<file path="src/rtl/xor_share_arbiter.sv">
// xor_share_arbiter
// Shares one external 1-bit EXOR between N_REQ requesters. The winning
// requester's operands are streamed LSB-first through the EXOR over WIDTH
// cycles. The result is returned on a valid/ready channel, tagged with the
// requester index.
// Build option: define XOR_ARB_RR_EN for round-robin arbitration. When it is
// undefined, arbitration is fixed priority and the lowest index wins.
module xor_share_arbiter #(
    parameter int N_REQ = 4,
    parameter int WIDTH = 8
) (
    input  logic                       clk,
    input  logic                       rst,
    input  logic [N_REQ-1:0]           req_valid,
    output logic [N_REQ-1:0]           req_ready,
    input  logic [N_REQ*WIDTH-1:0]     req_a,
    input  logic [N_REQ*WIDTH-1:0]     req_b,
    output logic                       rsp_valid,
    input  logic                       rsp_ready,
    output logic [WIDTH-1:0]           rsp_data,
    output logic [$clog2(N_REQ)-1:0]   rsp_id,
    output logic                       busy,
    output logic                       xor_in1,
    output logic                       xor_in2,
    input  logic                       xor_out
);
    localparam int ID_W  = $clog2(N_REQ);
    localparam int CNT_W = (WIDTH > 1) ? $clog2(WIDTH) : 1;
    localparam logic [CNT_W-1:0] CNT_LAST = CNT_W'(WIDTH - 1);

    typedef enum logic [1:0] {
        IDLE  = 2'd0,
        SHIFT = 2'd1,
        DONE  = 2'd2
    } state_t;

    state_t           state_q, state_d;
    logic [CNT_W-1:0] cnt_q, cnt_d;
    logic [WIDTH-1:0] a_sh_q, a_sh_d;
    logic [WIDTH-1:0] b_sh_q, b_sh_d;
    logic [WIDTH-1:0] res_q, res_d;
    logic [ID_W-1:0]  id_q, id_d;
    logic             rsp_valid_q, rsp_valid_d;
    logic             busy_q, busy_d;

    logic             found;
    logic [ID_W-1:0]  win;
    logic [ID_W-1:0]  cand;
    logic             accept;

`ifdef XOR_ARB_RR_EN
    logic [ID_W-1:0]  ptr_q, ptr_d;

    // Round-robin search: the first valid requester after the last winner.
    always_comb begin
        // NOTE: every signal gets a default before any branch; a path that
        // leaves a combinational output unassigned would infer a latch.
        found = 1'b0;
        win   = '0;
        cand  = '0;
        for (int k = 1; k <= N_REQ; k++) begin
            cand = ID_W'((int'(ptr_q) + k) % N_REQ);
            if (!found && req_valid[cand]) begin
                found = 1'b1;
                win   = cand;
            end
        end
        ptr_d = accept ? win : ptr_q;
    end

    // Pointer register. After reset it points at the last index, so
    // requester 0 wins first.
    always_ff @(posedge clk) begin
        if (rst) begin
            ptr_q <= ID_W'(N_REQ - 1);
        end else begin
            ptr_q <= ptr_d;
        end
    end
`else
    // Fixed priority: the lowest valid index wins.
    always_comb begin
        found = 1'b0;
        win   = '0;
        cand  = '0;
        for (int k = 0; k < N_REQ; k++) begin
            cand = ID_W'(k);
            if (!found && req_valid[cand]) begin
                found = 1'b1;
                win   = cand;
            end
        end
    end
`endif

    // Combinational grant. It is only given in IDLE and is held off during reset.
    always_comb begin
        req_ready = '0;
        accept    = 1'b0;
        if (state_q == IDLE && !rst && found) begin
            req_ready[win] = 1'b1;
            accept         = 1'b1;
        end
    end

    // Next-state logic: capture on accept, stream bits in SHIFT, hold in DONE.
    always_comb begin
        state_d     = state_q;
        cnt_d       = cnt_q;
        a_sh_d      = a_sh_q;
        b_sh_d      = b_sh_q;
        res_d       = res_q;
        id_d        = id_q;
        rsp_valid_d = rsp_valid_q;
        busy_d      = busy_q;
        unique case (state_q)
            IDLE: begin
                if (accept) begin
                    state_d = SHIFT;
                    cnt_d   = '0;
                    a_sh_d  = req_a[int'(win)*WIDTH +: WIDTH];
                    b_sh_d  = req_b[int'(win)*WIDTH +: WIDTH];
                    id_d    = win;
                    busy_d  = 1'b1;
                end
            end
            SHIFT: begin
                a_sh_d = a_sh_q >> 1;
                b_sh_d = b_sh_q >> 1;
                // Each EXOR result enters at the MSB. After WIDTH shifts,
                // bit k holds a[k]^b[k].
                res_d            = res_q >> 1;
                res_d[WIDTH-1]   = xor_out;
                if (cnt_q == CNT_LAST) begin
                    state_d     = DONE;
                    cnt_d       = '0;
                    rsp_valid_d = 1'b1;
                end else begin
                    cnt_d = cnt_q + CNT_W'(1);
                end
            end
            DONE: begin
                if (rsp_ready) begin
                    state_d     = IDLE;
                    rsp_valid_d = 1'b0;
                    busy_d      = 1'b0;
                end
            end
            default: begin
                state_d = IDLE;
            end
        endcase
    end

    // Controller registers. Reset discards any operation in flight.
    always_ff @(posedge clk) begin
        // NOTE: state registers use non-blocking assignments, so every flop
        // samples the values from before the edge, whatever the statement order.
        if (rst) begin
            state_q     <= IDLE;
            cnt_q       <= '0;
            a_sh_q      <= '0;
            b_sh_q      <= '0;
            res_q       <= '0;
            id_q        <= '0;
            rsp_valid_q <= 1'b0;
            busy_q      <= 1'b0;
        end else begin
            state_q     <= state_d;
            cnt_q       <= cnt_d;
            a_sh_q      <= a_sh_d;
            b_sh_q      <= b_sh_d;
            res_q       <= res_d;
            id_q        <= id_d;
            rsp_valid_q <= rsp_valid_d;
            busy_q      <= busy_d;
        end
    end

    assign rsp_valid = rsp_valid_q;
    assign rsp_data  = res_q;
    assign rsp_id    = id_q;
    assign busy      = busy_q;
    assign xor_in1   = (state_q == SHIFT) & a_sh_q[0];
    assign xor_in2   = (state_q == SHIFT) & b_sh_q[0];
endmodule

</file>
<file path="config.mk">
export PLATFORM = sky130hd
export DESIGN_NAME = xor_share_arbiter
export DESIGN_NICKNAME = d
export VERILOG_FILES = /design/src/rtl/xor_share_arbiter.sv
export SDC_FILE = /design/constraint.sdc
export NUM_CORES = 1
export LEC_CHECK = 0
export ABC_AREA = 1
export CAP_MARGIN = 20
export CORE_MARGIN = 3
export CORE_UTILIZATION = 40
export DETAILED_ROUTE_END_ITERATION = 12
export PLACE_DENSITY = 0.75
export SLEW_MARGIN = 20
export SYNTH_ARGS = -nofsm -noshare
export SYNTH_HDL_FRONTEND = slang
export SYNTH_SLANG_ARGS = --single-unit
</file>
<file path="constraint.sdc">
create_clock -name clk -period 1.2 [get_ports clk]
set_input_delay 0.12 -clock clk [delete_from_list [all_inputs] [get_ports clk]]
set_output_delay 0.12 -clock clk [all_outputs]
set_load 0.1 [all_outputs]
</file>
==> impl_metrics.toml <==
[die]
core_area_um2 = 5270
die_w_um = 81.1
die_area_um2 = 6580
num_io_pins = 90
core.rowCount = 26
die_h_um = 81.1
initial_core_util_pct = 42.9

[critical_path]
crit_arrival_ns = 1.41
cpMaxStageDelayCell = "dfxtp_2"
path_cells = "nor2_4, nand3_4, buf_4, nor4_4, buf_12"
crit_path_start_kind = "register"
required_ns = 1.08
worstSetupPathType = "register to primary output"
crit_fanout = 2
endpoint_kind = "primary output"
slowest_delay_ns = 0.34

[drt]
drtIter0Drc = 169
viasPerCell = 5.04
ant_nets = 0
via_count = 2879
drcViolationCount = 0
firstDrtPassIters = 4
routed_wl_um = 8080
wl_per_cell_um = 14.1

[power_and_ir_drop]
ir_drop_mv = 0.730
p_leak_uw = 0.00201
power_density_nw_per_um2 = 916

[run]
maxCapViolations = 0

[layout]
fin_util_pct = 78.1
final_common_cell = "nand2_1"
layout_common_cells = "nand2_1, clkdlybuf4s50_1, inv_1"
ff_latch_area_um2 = 678
multi_input_comb_area_um2 = 1400
drive_gt1_share_pct = 26.7
nets = 574
instances_no_fill = 571
area_delta_synth_final_pct = 82.2
num-fill-cells = 357
antenna_cells = 0

[sta]
relSlewSlack_pct = 80.6
setup-tns-final_ns = -8.14
worst_slack_ns = -0.330
clock.fmax_ghz = 0.654
setup_violations = 38
fin_hold_ws_ns = 0.452
max_slew.worst_pin.slew_ns = 0.291
period_share_pct = 127
min_period_ns = 1.53
slew_violations = 0
rsz0062_at_grt = "yes"
finClkSkew_ns = 0.0113
hold_viol_final = 0

[global_routing]
grt_pass1_vias = 2841
grt_pass1_wl_um = 12200
antenna_found_initial = 0
grt_overflow = 0
grt_use_total_pct = 23.6
grt_max_degree = 35

[yosys]
synth_cell_types = 27
synth_cells = 377
ys_top_cells_by_area = "dfxtp_1, nand2_1, nand3_1"
ys_seq_elements = 33
synth_async_sr_flop_share_pct = 0
yosys_warnings = 0
syn_nets = 451
synth_top_area_share_pct = 29.3
synth_area_um2 = 2260
syn_avg_cell_area_um2 = 5.99
ys_seq_area_share_pct = 29.3
yosys.area.top_type = "dfxtp_1"
synth_edf_count = 0
synthFlopType = "dfxtp_1"

[clock_network]
cts-buffers-inserted = 5
htreeDepth = 2
cts_root_buffer = "clkbuf_8"
clk_latency_ns = 0.29
cts.path.max_buffers = 2
cts_tree = "yes"
cts_sinks = 33
clk_pin_slew_ns = 0.08

[place]
routabilityCongestion = 0.845
io_buffers = 89
post-place-ws_ns = -0.494
dp_cells = 550
dpl.hpwl_um = 5190

[run_status]
violations = "negative setup slack"
status = "finished with violations"

[hold_path]
hold_class = "register to register"
## cells by family (layout without fill, tap and decap cells)
logic type	after synthesis	count (layout)	synth area share [%]
flops	33	33	29.3
simple gates	195	195	38.8
compound gates	58	58	13.0
fa+ha+maj	2	2	1.11
buf+inv	89	213	17.8
## sequential cells by signal, indices dropped and copies added, names as in the netlist
| signal | count |
|---|---|
| state_q | 2 |
| a_sh_q | 8 |
| cnt_q | 3 |
| b_sh_q | 8 |
| rsp_id | 2 |
| rsp_valid | 1 |
| busy | 1 |
| rsp_data | 8 |
## routing by layer
metal	vias to the layer above	part of all wire (%)	global-route usage (%)
met5	-	0	0
met4	0	3.8	11.3
met3	33	6.3	4.88
met2	110	51	42.6
met1	1317	39	26.2
li1	1419	-	-
## final timing paths
check / startpoint / end / slack (ns) / cells after the start
max: state_q[0] / req_ready[2] / -0.33 / 5
min: a_sh_q[5] / a_sh_q[5] / 0.45 / 2
max reg2reg: state_q[0] / cnt_q[2] / -0.31 / 9
min reg2reg: a_sh_q[5] / a_sh_q[5] / 0.45 / 2
## final cells by class
cell class | count | share of cell area [%]
Sequential cell | 33 | 16.5
Inverter | 68 | 6.51
Timing Repair Buffer | 137 | 38.7
Tap cell | 70 | 2.13
Multi-Input combinational cell | 255 | 34.1
Clock inverter | 3 | 0.426
Clock buffer | 5 | 1.67
## worst max-delay path, delay by kind of cell, from the launching register on
family,cells,cell delay (ns)
buf+inv,2,0.37
flops,1,0.34
simple gates,3,0.41
## report_power, final
group          internal, uW  switching [uW]
clock network           400             439
logic                   778             865
registers              1200            88.0
## repair_timing
item,in CTS,in global routing
hold buffers,0,0
hold endpoints to repair,0,0
pin swaps,8,14
gates resized for setup,43,16
endpoints found under the setup margin,37,39
setup buffers,8,0
gates cloned,2,3
## cells in the mapped netlist, types with 2 or more instances
cell	count
nand2_1	105
inv_1	66
nand3_1	55
dfxtp_1	33
o21ai_0	33
nor2_1	23
a21oi_1	17
buf_2	8
o21ai_1	7
buf_4	5
clkbuf_1	4
nor2_4	3
buf_6	2
buf_8	2
ha_1	2
## metrics by stage
stage / power, uW / cell area (um^2)
2_1_floorplan: 2090 / 2380
6_report: 3770 / 4110
4_1_cts: 3670 / 3990
5_1_grt: 3940 / 4110
3_3_place_gp: 2680 / 3670
3_5_place_dp: 2700 / 3670
Power figures use the tool's default switching activity.
